$ cat src/rtl/uart_pkg.sv
// Shared UART definitions: FSM state encoding and parameter legality.
// Used by the transmitter and the future receiver.
package uart_pkg;

    typedef enum logic [2:0] {
        S_IDLE   = 3'd0,
        S_START  = 3'd1,
        S_DATA   = 3'd2,
        S_PARITY = 3'd3,
        S_STOP   = 3'd4
    } uart_state_t;

    localparam int DATA_W_MIN = 5;
    localparam int DATA_W_MAX = 9;

    // True when a parameter set describes a buildable UART.
    function automatic bit params_ok(
        input int data_w,
        input int stop_bits,
        input int clks_per_bit,
        input int parity_odd
    );
        return (data_w >= DATA_W_MIN) && (data_w <= DATA_W_MAX) &&
               (stop_bits == 1 || stop_bits == 2) &&
               (clks_per_bit >= 2) &&
               (parity_odd == 0 || parity_odd == 1);
    endfunction

endpackage

$ cat src/rtl/uart_baud_cnt.sv
// Bit-period counter: counts 0..CLKS_PER_BIT-1, tick on terminal count.
// Synchronous clear holds it at zero.
module uart_baud_cnt #(
    parameter int CLKS_PER_BIT = 868
) (
    input  logic clk,
    input  logic reset,
    input  logic clear,
    output logic tick
);

    localparam int W = $clog2(CLKS_PER_BIT);
    localparam logic [W-1:0] LAST = W'(CLKS_PER_BIT - 1);

    logic [W-1:0] cnt;

    assign tick = (cnt == LAST);

    // Free-running period count, wrapping on terminal count.
    always_ff @(posedge clk) begin
        if (reset || clear) begin
            cnt <= '0;
        end else if (tick) begin
            cnt <= '0;
        end else begin
            cnt <= cnt + 1'b1;
        end
    end

endmodule

$ cat src/rtl/uart_tx_frame.sv
// Parametrised UART transmitter (start, DATA_W bits LSB first, stop bits).
// Define UART_TX_PARITY_EN to insert a parity bit after the data MSB.
module uart_tx_frame
    import uart_pkg::*;
#(
    parameter int DATA_W       = 8,
    parameter int CLKS_PER_BIT = 868,
    parameter int STOP_BITS    = 1,
    parameter int PARITY_ODD   = 0
) (
    input  logic              clk,
    input  logic              reset,
    input  logic [DATA_W-1:0] d_in,
    input  logic              tx_start,
    output logic              tx_busy,
    output logic              tx_done,
    output logic              tx
);

    localparam int IDX_W = $clog2(DATA_W);
    localparam logic [IDX_W-1:0] IDX_LAST = IDX_W'(DATA_W - 1);
    localparam logic STOP_LAST = 1'(STOP_BITS - 1);

    generate
        if (!params_ok(DATA_W, STOP_BITS, CLKS_PER_BIT, PARITY_ODD)) begin : g_bad_params
            $error("uart_tx_frame: illegal DATA_W/STOP_BITS/CLKS_PER_BIT/PARITY_ODD");
        end
    endgenerate

    uart_state_t       state;
    logic [DATA_W-1:0] shreg;
    logic [IDX_W-1:0]  idx;
    logic              stop_cnt;
    logic              tick;
    logic              baud_clr;
`ifdef UART_TX_PARITY_EN
    logic              par;
`endif

    // Counter only runs inside a frame; every in-frame state change lands on a wrap.
    assign baud_clr = (state == S_IDLE);

    uart_baud_cnt #(
        .CLKS_PER_BIT(CLKS_PER_BIT)
    ) u_baud (
        .clk  (clk),
        .reset(reset),
        .clear(baud_clr),
        .tick (tick)
    );

    // Frame sequencer with registered line and status outputs.
    always_ff @(posedge clk) begin
        if (reset) begin
            state    <= S_IDLE;
            tx       <= 1'b1;
            tx_busy  <= 1'b0;
            tx_done  <= 1'b0;
            shreg    <= '0;
            idx      <= '0;
            stop_cnt <= 1'b0;
`ifdef UART_TX_PARITY_EN
            par      <= 1'b0;
`endif
        end else begin
            tx_done <= 1'b0;
            case (state)
                S_IDLE: begin
                    if (tx_start) begin
                        shreg    <= d_in;
                        idx      <= '0;
                        stop_cnt <= 1'b0;
                        tx       <= 1'b0;
                        tx_busy  <= 1'b1;
                        state    <= S_START;
`ifdef UART_TX_PARITY_EN
                        par      <= (^d_in) ^ (PARITY_ODD != 0);
`endif
                    end
                end
                S_START: begin
                    if (tick) begin
                        tx    <= shreg[0];
                        shreg <= shreg >> 1;
                        state <= S_DATA;
                    end
                end
                S_DATA: begin
                    if (tick) begin
                        if (idx == IDX_LAST) begin
`ifdef UART_TX_PARITY_EN
                            tx    <= par;
                            state <= S_PARITY;
`else
                            tx    <= 1'b1;
                            state <= S_STOP;
`endif
                        end else begin
                            idx   <= idx + 1'b1;
                            tx    <= shreg[0];
                            shreg <= shreg >> 1;
                        end
                    end
                end
`ifdef UART_TX_PARITY_EN
                S_PARITY: begin
                    if (tick) begin
                        tx    <= 1'b1;
                        state <= S_STOP;
                    end
                end
`endif
                S_STOP: begin
                    if (tick) begin
                        if (stop_cnt == STOP_LAST) begin
                            state   <= S_IDLE;
                            tx_busy <= 1'b0;
                            tx_done <= 1'b1;
                        end else begin
                            stop_cnt <= stop_cnt + 1'b1;
                        end
                    end
                end
                default: begin
                    state   <= S_IDLE;
                    tx      <= 1'b1;
                    tx_busy <= 1'b0;
                end
            endcase
        end
    end

endmodule

$ cat config.mk
export PLATFORM = sky130hd
export DESIGN_NAME = uart_tx_frame
export DESIGN_NICKNAME = d
export VERILOG_FILES = /design/src/rtl/uart_pkg.sv /design/src/rtl/uart_baud_cnt.sv /design/src/rtl/uart_tx_frame.sv
export SDC_FILE = /design/constraint.sdc
export NUM_CORES = 1
export LEC_CHECK = 0
export ABC_AREA = 1
export BUFFER_PORTS_ARGS = -buffer_cell sky130_fd_sc_hd__buf_2
export CAP_MARGIN = 5
export CORE_MARGIN = 5
export CORE_UTILIZATION = 49
export DETAILED_ROUTE_END_ITERATION = 7
export HOLD_SLACK_MARGIN = 0.15
export PLACE_DENSITY = 0.71
export SETUP_SLACK_MARGIN = 0.4
export SLEW_MARGIN = 20
export SYNTH_ARGS = -nofsm -noshare
export SYNTH_HDL_FRONTEND = slang
export SYNTH_SLANG_ARGS = --single-unit
$ cat constraint.sdc
create_clock -name clk -period 1.5 [get_ports clk]
set_input_delay 0.15 -clock clk [delete_from_list [all_inputs] [get_ports clk]]
set_output_delay 0.15 -clock clk [all_outputs]
set_load 0.02 [all_outputs]
==> run metrics, run 1 <==
outcome=completed; root buf cell=clkbuf_4; Via-to-Cell Ratio=5.04; Crit-path slowest cell=dfxtp_2; RSZ-0062 raised after global routing=true; Peak supply drop=1480 uV; number of port buffers=13; I/O pins=14; pin count of the biggest net entering global routing=18; FMAX=672 MHz; diode count=0; sequential share of the synthesized area=0.383; Static Leak=0.000794 uW; Critical Path End Type=flop; Initial Util=0.512; Layout area overhead=30.1%; vias in the first global route=~1300; crit path DAT=1760 ps; post-route clock skew=between 1 and 1.5 ps; CP most frequent cell=ha_4; DRC=0; final cell utilization of the core=0.666; Mapped Nets=216; slew margin rel.=0.725; gr ovfl total=0; post-synth cell types=29; htree depth=1; fin. max-slew vios=0; post-route ant nets=0; TritonCTS clock tree=built; CP max stage delay=360 ps; fin crit period=1490 ps; Worst Setup Path Type=reg2reg; Critical Path Fanout Max=8; layout cell share with drive strength beyond 1=0.362; TNS Setup=0 ps; WL/cell=about 11 um; worst hold path type=in2reg; antenna violations before repair=0; Placeable Area=2760 um^2; Tot GR Track Use=0.151; Synth Instances=between 200 and 250; Final Setup Violations=0; final worst path period share=0.992; die area=4050 um^2; clock buffer depth=2; die width=63.7 um; nets=247; filler instances=250; vias=roughly 1300; first drt pass iteration count=6; Ys Warns=0; hpwl dp=2040 um; Power Density=between 1500 and 2000 nW/um^2; Max-cap violations=0; Worst Tran Pin Value=409 ps; global-route wire length before repair=between 5000 and 6000 um; clk_lat worst skew=320 ps; Seq cells post-synth=27; Critical Path Source Type=flop; number of DRC markers in iteration 0=66; TritonCTS sink count=27; Die Y-Extent=63.7 um; synthesized area=about 1400 um^2; WL final=2910 um; critical-path cell list=ha_4 -> ha_4 -> inv_2 -> nand4_1 -> o21ai_4 -> nand3_4 -> nand2_2 -> nand2_1 -> nor2_1; Avg Cell Area, Syn=6.99 um^2; global placement routability congestion=0.914; Worst Path Required=1770 ps; Clock transition at path regs=130 ps; Final Hold Vio Count=0; total CTS buffers=3; FP Rows=19
-- critical path: cells and delay by family, from the launching register on --
family / cells / cell delay (ps)
buffers and inverters: 1 / 30
adders and majority gates: 2 / 300
and+or+nand+nor: 5 / 560
AOI/OAI and AO/OA: 1 / 170
DFF: 1 / 360
-- timing repair --
item	CTS	global route
pin swaps	22	10
setup buffers	6	1
gates resized for setup	15	20
endpoints found under the hold margin	6	0
cloned	1	0
endpoints found under the setup margin	27	27
hold buffers	4	0
-- placed cells by master, fill, tap and decap left out, types with 6 or more instances in the layout --
| cell type | n |
|---|---|
| a21oi_2 | 6 |
| buf_2 | 13 |
| buf_4 | 9 |
| dfxtp_1 | 17 |
| dfxtp_2 | 6 |
| inv_1 | 25 |
| nand2_1 | 38 |
| nand2_2 | 11 |
| nand4_1 | 7 |
| nor2_1 | 31 |
| o21ai_1 | 9 |
-- layer usage --
metal | track usage | share of wire
met5 | 0 | 0
met4 | 0.0494 | 0.012
met3 | 0.0302 | 0.029
met1 | 0.162 | 0.41
met2 | 0.289 | 0.55
-- flip-flops by register name (all words and copies together), names as in the netlist --
signal,cells
idx,3
tx,1
u_baud.cnt,10
shreg,8
tx_busy,1
state,3
tx_done,1
-- metrics by stage --
| stage | power [uW] | worst slack [ps] | area [um^2] | hold WS (ps) | instances |
|---|---|---|---|---|---|
| after floorplan | 2560 | 108 | 1470 | 219 | 202 |
| after global placement | 2680 | 94.5 | 1580 | 376 | 247 |
| after detailed placement | 2770 | 9.31 | 1580 | 384 | 247 |
| after CTS | 3280 | 18.9 | 1770 | 152 | 262 |
| after global routing | 3720 | -114 | 1840 | 182 | 263 |
| final | 3370 | 12.0 | 1840 | 160 | 263 |
-- final timing paths --
kind,startpoint,to,slack [ps],cells after the start
max,idx[0],shreg[2],10,9
min,d_in[3],shreg[3],160,5
max reg2reg,idx[0],shreg[2],10,9
min reg2reg,tx_busy,tx_busy,490,2
-- Yosys cell counts --
| cell | number | area (um^2) |
|---|---|---|
| nand2_4 | 1 | 11.3 |
| nand3b_2 | 1 | 11.3 |
| nor3_4 | 1 | 16.3 |
| nor2_2 | 1 | 6.26 |
| nor3b_1 | 1 | 7.51 |
| nand3_4 | 2 | 35.0 |
| a211oi_1 | 1 | 7.51 |
| buf_6 | 2 | 22.5 |
| nor2_1 | 34 | 128 |
| nand3_1 | 6 | 30.0 |
| clkinv_1 | 1 | 3.75 |
| inv_2 | 3 | 11.3 |
| nand4_1 | 7 | 43.8 |
| o21a_1 | 1 | 7.51 |
| buf_2 | 1 | 5.00 |
| nor2_4 | 1 | 11.3 |
| nand2_2 | 5 | 31.3 |
| nor3_1 | 3 | 15.0 |
| dfxtp_1 | 27 | 541 |
| o31ai_1 | 1 | 7.51 |
| o21ai_0 | 4 | 20.0 |
| o21ai_1 | 7 | 35.0 |
| ha_1 | 3 | 37.5 |
| inv_1 | 29 | 109 |
| xor2_1 | 2 | 17.5 |
| nand2_1 | 45 | 169 |
| nand3_2 | 2 | 20.0 |
| or2_2 | 1 | 6.26 |
| a21oi_1 | 9 | 45.0 |
-- report_power, final --
group | internal, uW | switching [uW]
clock | 104 | 203
sequential | 957 | 148
combinational | 705 | 1250
total | 1770 | 1600
-- cells by family after synthesis --
group           after synthesis  share of synthesized area
buf+inv                      36                      0.107
flops                        27                      0.383
simple gates                111                      0.384
fa+ha+maj                     3                     0.0266
xor+xnor                      2                     0.0124
compound gates               23                     0.0869
-- layout make-up --
type | count | area [um^2] | area share
multi-input cells | 140 | 885 | 0.482
flip-flops and latches | 27 | 563 | 0.307
repair buffers | 28 | 195 | 0.106
inverters | 33 | 129 | 0.0702
well taps | 31 | 38.8 | 0.0211
clock buffers | 4 | 26.3 | 0.0143
Power figures use the tool's default switching activity.
==> inputs of run 2 (changes only) <==
--- a/config.mk
+++ b/config.mk
@@ -9,10 +9,10 @@
 export BUFFER_PORTS_ARGS = -buffer_cell sky130_fd_sc_hd__buf_2
 export CAP_MARGIN = 5
 export CORE_MARGIN = 5
-export CORE_UTILIZATION = 49
+export CORE_UTILIZATION = 52
 export DETAILED_ROUTE_END_ITERATION = 7
 export HOLD_SLACK_MARGIN = 0.15
-export PLACE_DENSITY = 0.71
+export PLACE_DENSITY = 0.74
 export SETUP_SLACK_MARGIN = 0.4
 export SLEW_MARGIN = 20
 export SYNTH_ARGS = -nofsm -noshare
==> run 2 against run 1 <==
Net effect: the run now ends with negative setup slack left; non-clock buffer count fell by 1; clock skew up 3.3 ps; global-route usage is 3.0 points higher; final cell count decreased by 0.38%; total power rose by 6.0%; worst hold slack improved by 6.7 ps; design area rose by 1.8%.
==> run metrics, run 2 (synthesis results as in run 1) <==
diode count=0 (unchanged); worst r2r path cells=9 (unchanged); die area=3860 um^2 (was 4050 um^2); Critical Path End Type=flop (unchanged); reg-to-reg endpoint=shreg[1] (was shreg[2]); Tot GR Track Use=0.182 (was 0.151); Biggest register=u_baud.cnt (unchanged); RSZ-0062 raised after global routing=true (unchanged); max reg flops=10 (unchanged); WL final=3330 um (was 2910 um); crit path to=shreg[1] (was shreg[2]); clk_lat worst skew=330 ps (was 320 ps); total CTS buffers=3 (unchanged); Worst Path Required=1770 ps (about the same); fin crit period=1590 ps (was 1490 ps); CP max stage delay=370 ps (was 360 ps); Peak supply drop=1690 uV (was 1480 uV); FP Rows=18 (was 19); CP most frequent cell=ha_4 (unchanged); nets=247 (unchanged); Initial Util=0.555 (was 0.512); DRC=0 (unchanged); slew margin rel.=0.700 (was 0.725); crit path DAT=1860 ps (was 1760 ps); pin count of the biggest net entering global routing=18 (unchanged); Layout area overhead=32.5% (was 30.1%); vias=1355 (was 1325); Static Leak=0.000797 uW (was 0.000794 uW); global-route wire length before repair=5240 um (was 5080 um); global placement routability congestion=0.885 (was 0.914); antenna violations before repair=0 (unchanged); placed cell areas=1580 um^2 (about the same); FMAX=628 MHz (was 672 MHz); Top Registers=u_baud.cnt: 10 flops, shreg: 8 flops (unchanged); Flop pwr share=0.314 (was 0.328); Critical Path Source Type=flop (unchanged); TritonCTS clock tree=built (unchanged); post-route cell area=1870 um^2 (was 1840 um^2); I/O pins=14 (unchanged); Final Setup Violations=11 (was 0); final cell utilization of the core=0.735 (was 0.666); first drt pass iteration count=4 (was 6); setup ws final=-91.6 ps (was 12.0 ps); internal power=1820 uW (was 1770 uW); Place WS=29.4 ps (was 9.31 ps); Crit-path slowest cell=dfxtp_2 (unchanged); Worst Setup Path Type=reg2reg (unchanged); die width=62.1 um (was 63.7 um); worst hold margin=167 ps (was 160 ps); most frequent cells in the layout=nand2_1, nor2_1, inv_1 (unchanged); critical-path cell list=ha_4 -> ha_4 -> inv_2 -> nand4_1 -> o21ai_4 -> nand3_4 -> nand2_2 -> nand2_1 -> nor2_1 (unchanged); Final Hold Vio Count=0 (unchanged); Placeable Area=2540 um^2 (was 2760 um^2); hpwl dp=2040 um (about the same); Power Density=1910 nW/um^2 (was 1830 nW/um^2); WL/cell=12.7 um (was 11.1 um); fin. max-slew vios=0 (unchanged); failing checks=negative setup slack; post-route clock skew=4.35 ps (was 1.05 ps); Critical Path Fanout Max=8 (unchanged); TritonCTS sink count=27 (unchanged); number of port buffers=13 (unchanged); Comb pwr share=0.597 (was 0.581); Sw Pwr=1750 uW (was 1600 uW); final worst path period share=1.06 (was 0.992); Max-cap violations=0 (unchanged); switch share=0.491 (was 0.475); outcome=finished with violations (was completed); htree depth=1 (unchanged); Die Y-Extent=62.1 um (was 63.7 um); flop-to-flop setup slack=-90 ps (was 10 ps); RR Startpoint=idx[0] (unchanged); gr ovfl total=0 (unchanged); clock buffer depth=2 (unchanged); post-route ant nets=0 (unchanged); Worst Tran Pin Value=447 ps (was 409 ps); root buf cell=clkbuf_4 (unchanged); Clock transition at path regs=140 ps (was 130 ps); vias in the first global route=1246 (was 1258); worst hold path type=in2reg (unchanged); Crit. Startpoint=idx[0] (unchanged); power share of the clock group=0.089 (was 0.091); commonest non-fill, non-tap cell in the layout=nand2_1 (unchanged); number of DRC markers in iteration 0=93 (was 66); TNS Setup=-690 ps (was 0 ps); layout cell share with drive strength beyond 1=0.397 (was 0.362); Via-to-Cell Ratio=5.17 (was 5.04)
-- run 2: worst min-delay path by stage --
stage / endpoint / from / cells past startpoint
after CTS: shreg[3] / d_in[3] / 5
after floorplan: state[0] / reset / 1
after global routing: shreg[6] / d_in[6] / 5
after detailed placement: state[0] / reset / 2
final: shreg[4] / d_in[4] / 5
after global placement: state[0] / reset / 2
-- run 2: area by class of cell --
| class | instances | area, um^2 |
|---|---|---|
| timing repair buffer | 27 | 191 |
| tap | 30 | 37.5 |
| sequential | 27 | 551 |
| fill | 197 | 674 |
| clock buffer | 4 | 26.3 |
| inverter | 33 | 131 |
| multi-input combinational | 141 | 933 |
-- run 2: routing by layer --
layer  vias up  GRT usage  share of wire
met3         6     0.0310          0.033
met1       626      0.209           0.39
met5         -          0              0
met2        23      0.340           0.56
met4         0     0.0515          0.019
li1        700          -              -
-- run 2: power groups by stage --
stage               combinational (uW)  sequential [uW]  clock [uW]
CTS                               1840             1080         331
finish                            2130             1120         317
global route                      2410             1140         373
detailed placement                1660             1100           0
floorplan                         1460             1100           0
global placement                  1590             1090           0
-- run 2: critical path: cells and delay by family, from the launching register on --
family                     cells  cell delay, ps
AOI/OAI and AO/OA              1             190
adders and majority gates      2             320
buffers and inverters          1              30
DFF                            1             370
and+or+nand+nor                5             620
-- run 2: what timing repair did --
item | in CTS | in global routing
hold endpoints to repair | 5 | 1
pin swaps | 5 | 20
hold buffers | 3 | 1
cloned | 1 | 1
resized for setup | 9 | 33
buffers inserted | 4 | 1
setup endpoints to repair | 26 | 27
-- run 2: per-stage QoR --
step                power [uW]  instances
finish                    3570        262
global route              3930        262
CTS                       3250        259
detailed placement        2760        247
global placement          2680        247
floorplan                 2560        202
